===== config.mk =====
export PLATFORM = sky130hd
export DESIGN_NAME = ps2_keyboard_evq
export DESIGN_NICKNAME = d
export VERILOG_FILES = /design/src/rtl/ps2_keyboard_evq.sv
export SDC_FILE = /design/constraint.sdc
export NUM_CORES = 1
export LEC_CHECK = 0
export CORE_MARGIN = 5
export CORE_UTILIZATION = 64
export CTS_BUF_LIST = sky130_fd_sc_hd__clkbuf_16
export DETAILED_ROUTE_END_ITERATION = 10
export GPL_TIMING_DRIVEN = 0
export PLACE_DENSITY = 0.84
export SYNTH_ARGS = -nofsm -noshare
export SYNTH_HDL_FRONTEND = slang
export SYNTH_SLANG_ARGS = --single-unit

===== constraint.sdc =====
create_clock -name clk -period 8.6 [get_ports clk]
set_clock_uncertainty 0.05 [all_clocks]
set_input_delay 1.72 -clock clk [delete_from_list [all_inputs] [get_ports clk]]
set_output_delay 1.72 -clock clk [all_outputs]
set_load 0.05 [all_outputs]

===== src/rtl/ps2_keyboard_evq.sv =====
// ps2_keyboard_evq
//   PS/2 keyboard receiver. Deframes 11-bit PS/2 frames (start, 8 data LSB
//   first, odd parity, stop), folds E0 (extended) and F0 (break) prefixes
//   into single key events and queues them in a FIFO drained through a
//   valid/ready port.
//
//   Optional build macro: PS2_ASCII_EN -- when defined, ev_ascii carries the
//   scan-code set 2 ASCII translation of the head entry; otherwise it is 0.
//
// Ports
//   clk, resetn          system clock, synchronous active-low reset
//   ps2_clk, ps2_data    raw asynchronous PS/2 pins
//   ev_ready             consumer pops the head when ev_valid & ev_ready
//   ovf_clr              clears the sticky overflow flag
//   ev_valid             FIFO non-empty
//   ev_code/break/ext    head event fields (all 0 when empty)
//   ev_ascii             ASCII of head (0 when unmapped/extended/empty)
//   fifo_count           entries held, 0..FIFO_DEPTH
//   frame_err            one-cycle pulse on a bad frame or mid-frame timeout
//   overflow             sticky: an event was dropped on a full FIFO
module ps2_keyboard_evq #(
    parameter int FIFO_DEPTH     = 8,
    parameter int SYNC_STAGES    = 3,
    parameter int TIMEOUT_CYCLES = 50000
) (
    input  logic                          clk,
    input  logic                          resetn,
    input  logic                          ps2_clk,
    input  logic                          ps2_data,
    input  logic                          ev_ready,
    input  logic                          ovf_clr,
    output logic                          ev_valid,
    output logic [7:0]                    ev_code,
    output logic                          ev_break,
    output logic                          ev_ext,
    output logic [7:0]                    ev_ascii,
    output logic [$clog2(FIFO_DEPTH):0]   fifo_count,
    output logic                          frame_err,
    output logic                          overflow
);
    localparam int AW = $clog2(FIFO_DEPTH);
    localparam int CW = AW + 1;
    localparam int TW = (TIMEOUT_CYCLES > 1) ? $clog2(TIMEOUT_CYCLES) : 1;
    localparam logic [TW-1:0] TMO_RELOAD = TW'(TIMEOUT_CYCLES - 1);

    typedef enum logic [1:0] {IDLE, RECV, CHECK} state_t;

    // Synchronisers idle high so reset never manufactures a falling edge.
    logic [SYNC_STAGES-1:0] csync_q;
    logic [1:0]             dsync_q;
    logic                   strobe, dbit;

    state_t         state_q, state_d;
    logic [3:0]     cnt_q, cnt_d;
    logic [7:0]     data_q, data_d;
    logic           par_q, par_d, stop_q, stop_d;
    logic [TW-1:0]  tmo_q, tmo_d;
    logic           ext_q, ext_d, brk_q, brk_d;
    logic           push_req;

    logic [9:0]     mem_q [FIFO_DEPTH];
    logic [AW-1:0]  wr_ptr_q, rd_ptr_q;
    logic [CW-1:0]  count_q, count_d;
    logic           ovf_q, ovf_d;
    logic           full, pop, push_ok, drop;
    logic [9:0]     head;

    assign strobe = csync_q[SYNC_STAGES-1] & ~csync_q[SYNC_STAGES-2];
    assign dbit   = dsync_q[1];

    // Frame FSM, timeout and prefix folding
    always_comb begin
        state_d   = state_q;
        cnt_d     = cnt_q;
        data_d    = data_q;
        par_d     = par_q;
        stop_d    = stop_q;
        tmo_d     = tmo_q;
        ext_d     = ext_q;
        brk_d     = brk_q;
        push_req  = 1'b0;
        frame_err = 1'b0;
        case (state_q)
            IDLE: begin
                if (strobe) begin
                    if (!dbit) begin
                        state_d = RECV;
                        cnt_d   = 4'd1;
                        tmo_d   = TMO_RELOAD;
                    end else begin
                        frame_err = 1'b1;
                    end
                end
            end
            RECV: begin
                if (strobe) begin
                    tmo_d = TMO_RELOAD;
                    cnt_d = cnt_q + 4'd1;
                    if (cnt_q <= 4'd8) begin
                        data_d = {dbit, data_q[7:1]};
                    end else if (cnt_q == 4'd9) begin
                        par_d = dbit;
                    end else begin
                        stop_d  = dbit;
                        state_d = CHECK;
                    end
                end else if (tmo_q == '0) begin
                    frame_err = 1'b1;
                    state_d   = IDLE;
                    ext_d     = 1'b0;
                    brk_d     = 1'b0;
                end else begin
                    tmo_d = tmo_q - TW'(1);
                end
            end
            CHECK: begin
                state_d = IDLE;
                if ((^{data_q, par_q}) && stop_q) begin
                    if (data_q == 8'hE0) begin
                        ext_d = 1'b1;
                    end else if (data_q == 8'hF0) begin
                        brk_d = 1'b1;
                    end else begin
                        // Flags clear even when the push is dropped on overflow.
                        push_req = 1'b1;
                        ext_d    = 1'b0;
                        brk_d    = 1'b0;
                    end
                end else begin
                    frame_err = 1'b1;
                    ext_d     = 1'b0;
                    brk_d     = 1'b0;
                end
            end
            default: state_d = IDLE;
        endcase
    end

    // FIFO control
    assign full    = (count_q == CW'(FIFO_DEPTH));
    assign pop     = ev_valid & ev_ready;
    assign push_ok = push_req & (~full | pop);
    assign drop    = push_req & full & ~pop;

    always_comb begin
        count_d = count_q;
        if (push_ok && !pop)      count_d = count_q + CW'(1);
        else if (!push_ok && pop) count_d = count_q - CW'(1);
        ovf_d = ovf_q;
        if (drop)         ovf_d = 1'b1;   // a new drop beats a same-cycle clear
        else if (ovf_clr) ovf_d = 1'b0;
    end

    always_ff @(posedge clk) begin
        if (!resetn) begin
            csync_q  <= '1;
            dsync_q  <= '1;
            state_q  <= IDLE;
            cnt_q    <= '0;
            data_q   <= '0;
            par_q    <= 1'b0;
            stop_q   <= 1'b0;
            tmo_q    <= '0;
            ext_q    <= 1'b0;
            brk_q    <= 1'b0;
            wr_ptr_q <= '0;
            rd_ptr_q <= '0;
            count_q  <= '0;
            ovf_q    <= 1'b0;
        end else begin
            csync_q  <= {csync_q[SYNC_STAGES-2:0], ps2_clk};
            dsync_q  <= {dsync_q[0], ps2_data};
            state_q  <= state_d;
            cnt_q    <= cnt_d;
            data_q   <= data_d;
            par_q    <= par_d;
            stop_q   <= stop_d;
            tmo_q    <= tmo_d;
            ext_q    <= ext_d;
            brk_q    <= brk_d;
            count_q  <= count_d;
            ovf_q    <= ovf_d;
            if (push_ok) wr_ptr_q <= wr_ptr_q + AW'(1);
            if (pop)     rd_ptr_q <= rd_ptr_q + AW'(1);
        end
    end

    // Storage needs no reset: entries are masked by ev_valid.
    always_ff @(posedge clk) begin
        if (resetn && push_ok) mem_q[wr_ptr_q] <= {brk_q, ext_q, data_q};
    end

    assign head       = mem_q[rd_ptr_q];
    assign ev_valid   = (count_q != '0);
    assign ev_code    = ev_valid ? head[7:0] : 8'h00;
    assign ev_ext     = ev_valid & head[8];
    assign ev_break   = ev_valid & head[9];
    assign fifo_count = count_q;
    assign overflow   = ovf_q;

`ifdef PS2_ASCII_EN
    function automatic logic [7:0] set2_ascii(input logic [7:0] c);
        case (c)
            8'h1C: return 8'h61; 8'h32: return 8'h62; 8'h21: return 8'h63;
            8'h23: return 8'h64; 8'h24: return 8'h65; 8'h2B: return 8'h66;
            8'h34: return 8'h67; 8'h33: return 8'h68; 8'h43: return 8'h69;
            8'h3B: return 8'h6A; 8'h42: return 8'h6B; 8'h4B: return 8'h6C;
            8'h3A: return 8'h6D; 8'h31: return 8'h6E; 8'h44: return 8'h6F;
            8'h4D: return 8'h70; 8'h15: return 8'h71; 8'h2D: return 8'h72;
            8'h1B: return 8'h73; 8'h2C: return 8'h74; 8'h3C: return 8'h75;
            8'h2A: return 8'h76; 8'h1D: return 8'h77; 8'h22: return 8'h78;
            8'h35: return 8'h79; 8'h1A: return 8'h7A;
            8'h45: return 8'h30; 8'h16: return 8'h31; 8'h1E: return 8'h32;
            8'h26: return 8'h33; 8'h25: return 8'h34; 8'h2E: return 8'h35;
            8'h36: return 8'h36; 8'h3D: return 8'h37; 8'h3E: return 8'h38;
            8'h46: return 8'h39;
            8'h29: return 8'h20; 8'h5A: return 8'h0D; 8'h66: return 8'h08;
            default: return 8'h00;
        endcase
    endfunction

    assign ev_ascii = (ev_valid && !head[8]) ? set2_ascii(head[7:0]) : 8'h00;
`else
    assign ev_ascii = 8'h00;
`endif

endmodule


==> reports/results.ini, run 1 <==
[pwr]
p_per_area_nw_per_um2 = 284
finalPower_w = 0.00193
ir_drop_mv = 0.201
leakage_nw = 2.37

[timing]
fmax_mhz = 187
fin_crit_ns = 5.35
finalCritPeriodShare_pct = 62.2
finalHoldViolations = 0
worst_slew_pin_slew_ns = 1.17
setup_tns_ns = 0
slew_violations = 0
relSlewSlack_pct = 21.8
setup_viol = 0
rsz0062_at_grt = false

[routing]
drc = 0
wire_per_inst_um = 19.2
routed_wl_um = 11800
firstDrtPassIters = 4
avgViaCountPerCell = 6.03
postRouteAntennaNets = 0
drtIter0Drc = 189
vias = 3717

[layout]
final_common_cell = edfxtp_1
nets = 515
regArea_um2 = 3460
drive_gt1_share_pct = 15.6
final_cells = 616
diodes = 0
area_growth_pct = 17.6
fin_area_um2 = 6800
nFillCells = 509
final_cell_mix = 80 x edfxtp_1, 53 x dfxtp_1, 40 x nor2_1
multi_input_area_um2 = 2200
utilization_pct = 77.6

[clock_tree]
cts_sinks = 133
postCtsSetupBuffers = 0
cts_buffer_depth = 2
worstSkewPairLatency_ns = 0.41
cts_tree = done
cts_buffers = 17
cts-root-buf = clkbuf_16
cts_resized = 0
htreeDepth = 4
ctsHoldBuffers = 0
clkTransAtPathRegs_ns = 0.06

[logic_synthesis]
muxShareOfSynthArea_pct = 11.9
synth_top_family_by_area = simple AND/OR/NAND/NOR gates
ys_async_sr_fraction_pct = 0
synth_top_area_share_pct = 41.5
yosys_register_bits = 133
yosys-top-cells-area = edfxtp_1 42%, dfxtp_1 18%, mux4_2 7.8%, mux2i_1 4.2%, ha_1 2.8%
ys_types = 51
syn_avg_cell_area_um2 = 13.1
yosys.area_share.simple_pct = 12.0
synth_edf_count = 80
synth_compound_area_share_pct = 6.34
yosys.area.top_type = edfxtp_1
synth_xor_area_share_pct = 3.42
synth_flop_cell = edfxtp_1
seq_area_frac_synth_pct = 59.9
synthesis.area_um2 = 5780
synthCells = 443
yosys.area_share.adder_pct = 3.16
synth_warnings = 0

[floorplanning]
die_w_um = 105
start_util_pct = 66.0
die_h_um = 105
dieArea_um2 = 11000
core.rowCount = 34
ioPinCount = 31
core-area_um2 = 8760

[setup_path]
cp_data_arrival_time_ns = 3.58
critPathKind = reg2out
worstSetupStartpoint = tmo_q[0]
cp-endpoint = frame_err
reg2reg_to = fifo_count[3]
r2r_cells = 13
reg2reg_from = data_q[1]
worst_ep_required_time_ns = 6.83
critPathMaxFanout = 10
r2r_setup_slack_ns = 4.94
end_kind = output pin
worstSetupStartpointType = register

[job]
maxCapViolations = 0

[place]
place.gp.congestion = 0.810
port_buffers = 21
dp_hpwl_um = 7730
placed_cell_area_um2 = 6240
numPlacedInstances = 584

[global_routing]
met2_usage_pct = 37.1
use_met3_pct = 5.61
grt_remaining_overflow = 0
grt_use_total_pct = 22.7
grt_max_degree = 17
antenna_found_initial = 0
busiest_layer = met2
grtUsageMet1_pct = 29.5
grt_pass1_wl_um = 19500
grt_pass1_vias = 3749

[worst_hold_path]
min_from = dsync_q[0]
hp-class = reg2reg

[outcome]
status = complete, no violations

## metal layers
metal	vias up	share of wire, %	wire length, um
met5	-	0	0
met4	0	2.5	295
met3	22	4.8	563
met2	128	52	6100
met1	1815	41	4870
li1	1752	-	-
## state kept, by name, summed over array words and instances, names as in the netlist, named ones only
register	cells
state_q	2
mem_q	80
rd_ptr_q	3
wr_ptr_q	3
data_q	8
cnt_q	4
stop_q	1
ext_q	1
brk_q	1
fifo_count	4
par_q	1
overflow	1
csync_q	3
dsync_q	2
tmo_q	16
## worst max-delay path: stages (launching register included)
cell and delay, ns:
dfxtp_1 0.31, inv_1 0.10, ha_1 0.21, or4b_2 0.59, or4_4 0.53, buf_2 0.20
nor2_1 0.12, a31oi_1 0.05, a21oi_1 0.22, clkdlybuf4s50_1 0.84
## layout make-up
class	instances	share of cell area [%]
inverters	14	0.772
multi-input cells	278	32.3
clock inverters	15	2.04
plain buffers	25	1.97
flip-flops and latches	133	50.9
repair buffers	26	3.75
clock buffers	17	6.25
well taps	108	1.99
## cell usage after synthesis (8+ instances only)
library cell   n
a21oi_1       25
nor3_1        12
mux2i_1       24
or4_1          9
buf_4          8
mux4_2        20
edfxtp_1      80
xor2_1        14
inv_1         13
nand2b_1      11
nand2_1       21
clkbuf_1      13
ha_1          13
nand3_1        9
dfxtp_1       53
nor2_1        40
## logic make-up after synthesis
group,after synthesis
flip-flops,133
other,1
XOR/XNOR,21
multiplexers,44
adder cells (fa/ha/maj),14
AND/OR/NAND/NOR,135
AO/OA/AOI/OAI,56
buffers and inverters,39
## stage by stage
stage / worst slack, ns / hold slack [ns]
3_5_place_dp: 3.70 / 0.342
3_3_place_gp: 3.23 / 0.343
4_1_cts: 3.25 / 0.355
6_report: 3.25 / 0.354
2_1_floorplan: 4.08 / 0.336
5_1_grt: 3.06 / 0.374
## how the worst min path moves through the flow
stage	slack, ns	end	cells after the start
2_1_floorplan	0.34	csync_q[1]	1
3_3_place_gp	0.34	dsync_q[1]	1
3_5_place_dp	0.34	dsync_q[1]	1
4_1_cts	0.36	dsync_q[1]	1
5_1_grt	0.37	dsync_q[1]	1
6_report	0.35	dsync_q[1]	1
## power breakdown
| group | total (W) | internal (W) | switching, W |
|---|---|---|---|
| Clock | 0.000688 | 0.000422 | 0.000267 |
| Sequential | 0.000715 | 0.000691 | 0.0000235 |
| Combinational | 0.000528 | 0.000195 | 0.000333 |
Power figures use the tool's default switching activity.
==> inputs of run 2 (changes only) <==
--- a/config.mk
+++ b/config.mk
@@ -6,11 +6,11 @@
 export NUM_CORES = 1
 export LEC_CHECK = 0
 export CORE_MARGIN = 5
-export CORE_UTILIZATION = 64
+export CORE_UTILIZATION = 54
 export CTS_BUF_LIST = sky130_fd_sc_hd__clkbuf_16
 export DETAILED_ROUTE_END_ITERATION = 10
 export GPL_TIMING_DRIVEN = 0
-export PLACE_DENSITY = 0.84
+export PLACE_DENSITY = 0.76
 export SYNTH_ARGS = -nofsm -noshare
 export SYNTH_HDL_FRONTEND = slang
 export SYNTH_SLANG_ARGS = --single-unit
==> constraint.sdc (replaced) <==
create_clock -name clk -period 4.7 [get_ports clk]
set_clock_uncertainty 0.05 [all_clocks]
set_input_delay 0.94 -clock clk [delete_from_list [all_inputs] [get_ports clk]]
set_output_delay 0.94 -clock clk [all_outputs]
set_load 0.05 [all_outputs]
==> reports/results.ini, run 2 (synthesized netlist as in run 1, its figures left out) <==
[layout]
final_cell_mix = 80 x edfxtp_1, 53 x dfxtp_1, 40 x nor2_1  ; unchanged
final_common_cell = edfxtp_1  ; unchanged
largest-register = mem_q  ; unchanged
fin_area_um2 = 6840  ; was 6800 um2
nFillCells = 768  ; was 509
drive_gt1_share_pct = 16.1  ; was 15.6%
diodes = 0  ; unchanged
regArea_um2 = 3460  ; unchanged
largest_reg_flops = 80  ; unchanged
largestRegisters = mem_q (80), tmo_q (16), data_q (8)  ; unchanged
multi_input_area_um2 = 2200  ; unchanged
area_growth_pct = 18.2  ; was 17.6%
nets = 515  ; unchanged

[setup_path]
worstSetupStartpoint = tmo_q[0]  ; unchanged
worst_ep_required_time_ns = 3.71  ; was 6.83 ns
critPathKind = reg2out  ; unchanged
r2r_setup_slack_ns = 1.00  ; was 4.94 ns
worstSetupStartpointType = register  ; unchanged
end_kind = output pin  ; unchanged
reg2reg_from = data_q[2]  ; was data_q[1]
critPathMaxFanout = 10  ; unchanged
reg2reg_to = fifo_count[3]  ; unchanged
cp_data_arrival_time_ns = 3.23  ; was 3.58 ns
r2r_cells = 13  ; unchanged
cp-endpoint = frame_err  ; unchanged

[timing]
finalHoldViolations = 0  ; unchanged
fmax_mhz = 237
worst_slew_pin_slew_ns = 1.07  ; was 1.17 ns
setup_tns_ns = 0  ; unchanged
rsz0062_at_grt = false  ; unchanged
setup_viol = 0  ; unchanged
finalCritPeriodShare_pct = 89.7
relSlewSlack_pct = 28.3  ; was 21.8%
fin_crit_ns = 4.22
hold_slack_ns = 0.367  ; was 0.354 ns
fin_ws_ns = 0.484  ; was 3.25 ns
slew_violations = 0  ; unchanged

[floorplanning]
die_h_um = 113  ; was 105 um
start_util_pct = 55.8  ; was 66.0%
die_w_um = 113  ; was 105 um
dieArea_um2 = 12900  ; was 11000 um2
core.rowCount = 37  ; was 34
ioPinCount = 31  ; unchanged
core-area_um2 = 10400  ; was 8760 um2

[pwr]
leakage_nw = 2.37  ; about the same
p_per_area_nw_per_um2 = 512  ; was 284 nW/um2
ir_drop_mv = 0.286  ; was 0.201 mV

[routing]
wire_per_inst_um = 17.7  ; was 19.2 um
drtIter0Drc = 233  ; was 189
avgViaCountPerCell = 5.60  ; was 6.03
routed_wl_um = 11400  ; was 11800 um
vias = 3608  ; was 3717
postRouteAntennaNets = 0  ; unchanged
firstDrtPassIters = 5  ; was 4
drc = 0  ; unchanged

[global_routing]
grt_max_degree = 17  ; unchanged
grt_pass1_wl_um = 19000  ; was 19500 um
grt_remaining_overflow = 0  ; unchanged
grt_use_total_pct = 19.1  ; was 22.7%
antenna_found_initial = 0  ; unchanged
grt_pass1_vias = 3699  ; was 3749

[clock_tree]
cts_buffer_depth = 2  ; unchanged
worstSkewPairLatency_ns = 0.41  ; about the same
clkTransAtPathRegs_ns = 0.06  ; about the same
ctsHoldBuffers = 0  ; unchanged
cts_tree = done  ; unchanged
htreeDepth = 4  ; unchanged
cts-root-buf = clkbuf_16  ; unchanged
cts_buffers = 17  ; unchanged
cts_sinks = 133  ; unchanged

[place]
placed_cell_area_um2 = 6270  ; was 6240 um2
place.gp.congestion = 0.831  ; was 0.810
dp_hpwl_um = 7660  ; was 7730 um
place_worst_setup_slack_ns = 0.575  ; was 3.70 ns
port_buffers = 21  ; unchanged

[outcome]
status = complete, no violations  ; unchanged

[worst_hold_path]
hp-class = reg2reg  ; unchanged

[job]
maxCapViolations = 0  ; unchanged

[run 2: per-stage QoR]
stage / std cells / util, % / power, W
floorplan: 450 / - / 0.00203
detailed placement: 612 / 60.5 / 0.00230
global placement: 607 / 59.7 / 0.00228
CTS: 644 / 65.9 / 0.00353
finish: 644 / 65.9 / 0.00350
global route: 644 / 65.9 / 0.00365
[run 2: power breakdown]
part	total [W]	switching, W	internal, W
sequential	0.00131	0.0000435	0.00126
combinational	0.000965	0.000609	0.000356
clock	0.00123	0.000502	0.000727
total	0.00350	0.00115	0.00235
[run 2: what timing repair did]
item / CTS / global route
resized for setup: 0 / 1
buffers inserted: 0 / 0
endpoints found under the setup margin: 0 / 1
[run 2: critical path: stages (launching register included)]
cell,delay [ns]
dfxtp_1,0.32
inv_1,0.10
ha_1,0.21
or4b_2,0.63
or4_4,0.53
buf_2,0.21
nor2_1,0.12
a31oi_1,0.07
a21oi_1,0.16
dlymetal6s2s_1,0.45
[run 2: worst min path at each step]
stage | end | slack (ns) | cells past startpoint | startpoint
finish | dsync_q[1] | 0.37 | 1 | dsync_q[0]
global route | csync_q[1] | 0.38 | 1 | csync_q[0]
CTS | dsync_q[1] | 0.37 | 1 | dsync_q[0]
detailed placement | dsync_q[1] | 0.35 | 1 | dsync_q[0]
global placement | dsync_q[1] | 0.35 | 1 | dsync_q[0]
floorplan | csync_q[1] | 0.34 | 1 | csync_q[0]
[run 2: metal layers]
layer	global-route usage [%]	up-vias	wire, um
met5	0	-	0
met2	32.1	79	5800
met1	24.2	1768	4940
met4	7.21	0	154
li1	-	1745	-
met3	4.46	16	515
[run 2: cell type report]
| cell class | count | share of cell area (%) |
|---|---|---|
| sequential | 133 | 50.7 |
| multi-input combinational | 278 | 32.2 |
| clock buffer | 17 | 6.22 |
| timing repair buffer | 26 | 3.77 |
| tap | 136 | 2.49 |
| clock inverter | 15 | 1.96 |
| buffer | 25 | 1.96 |
| inverter | 14 | 0.769 |
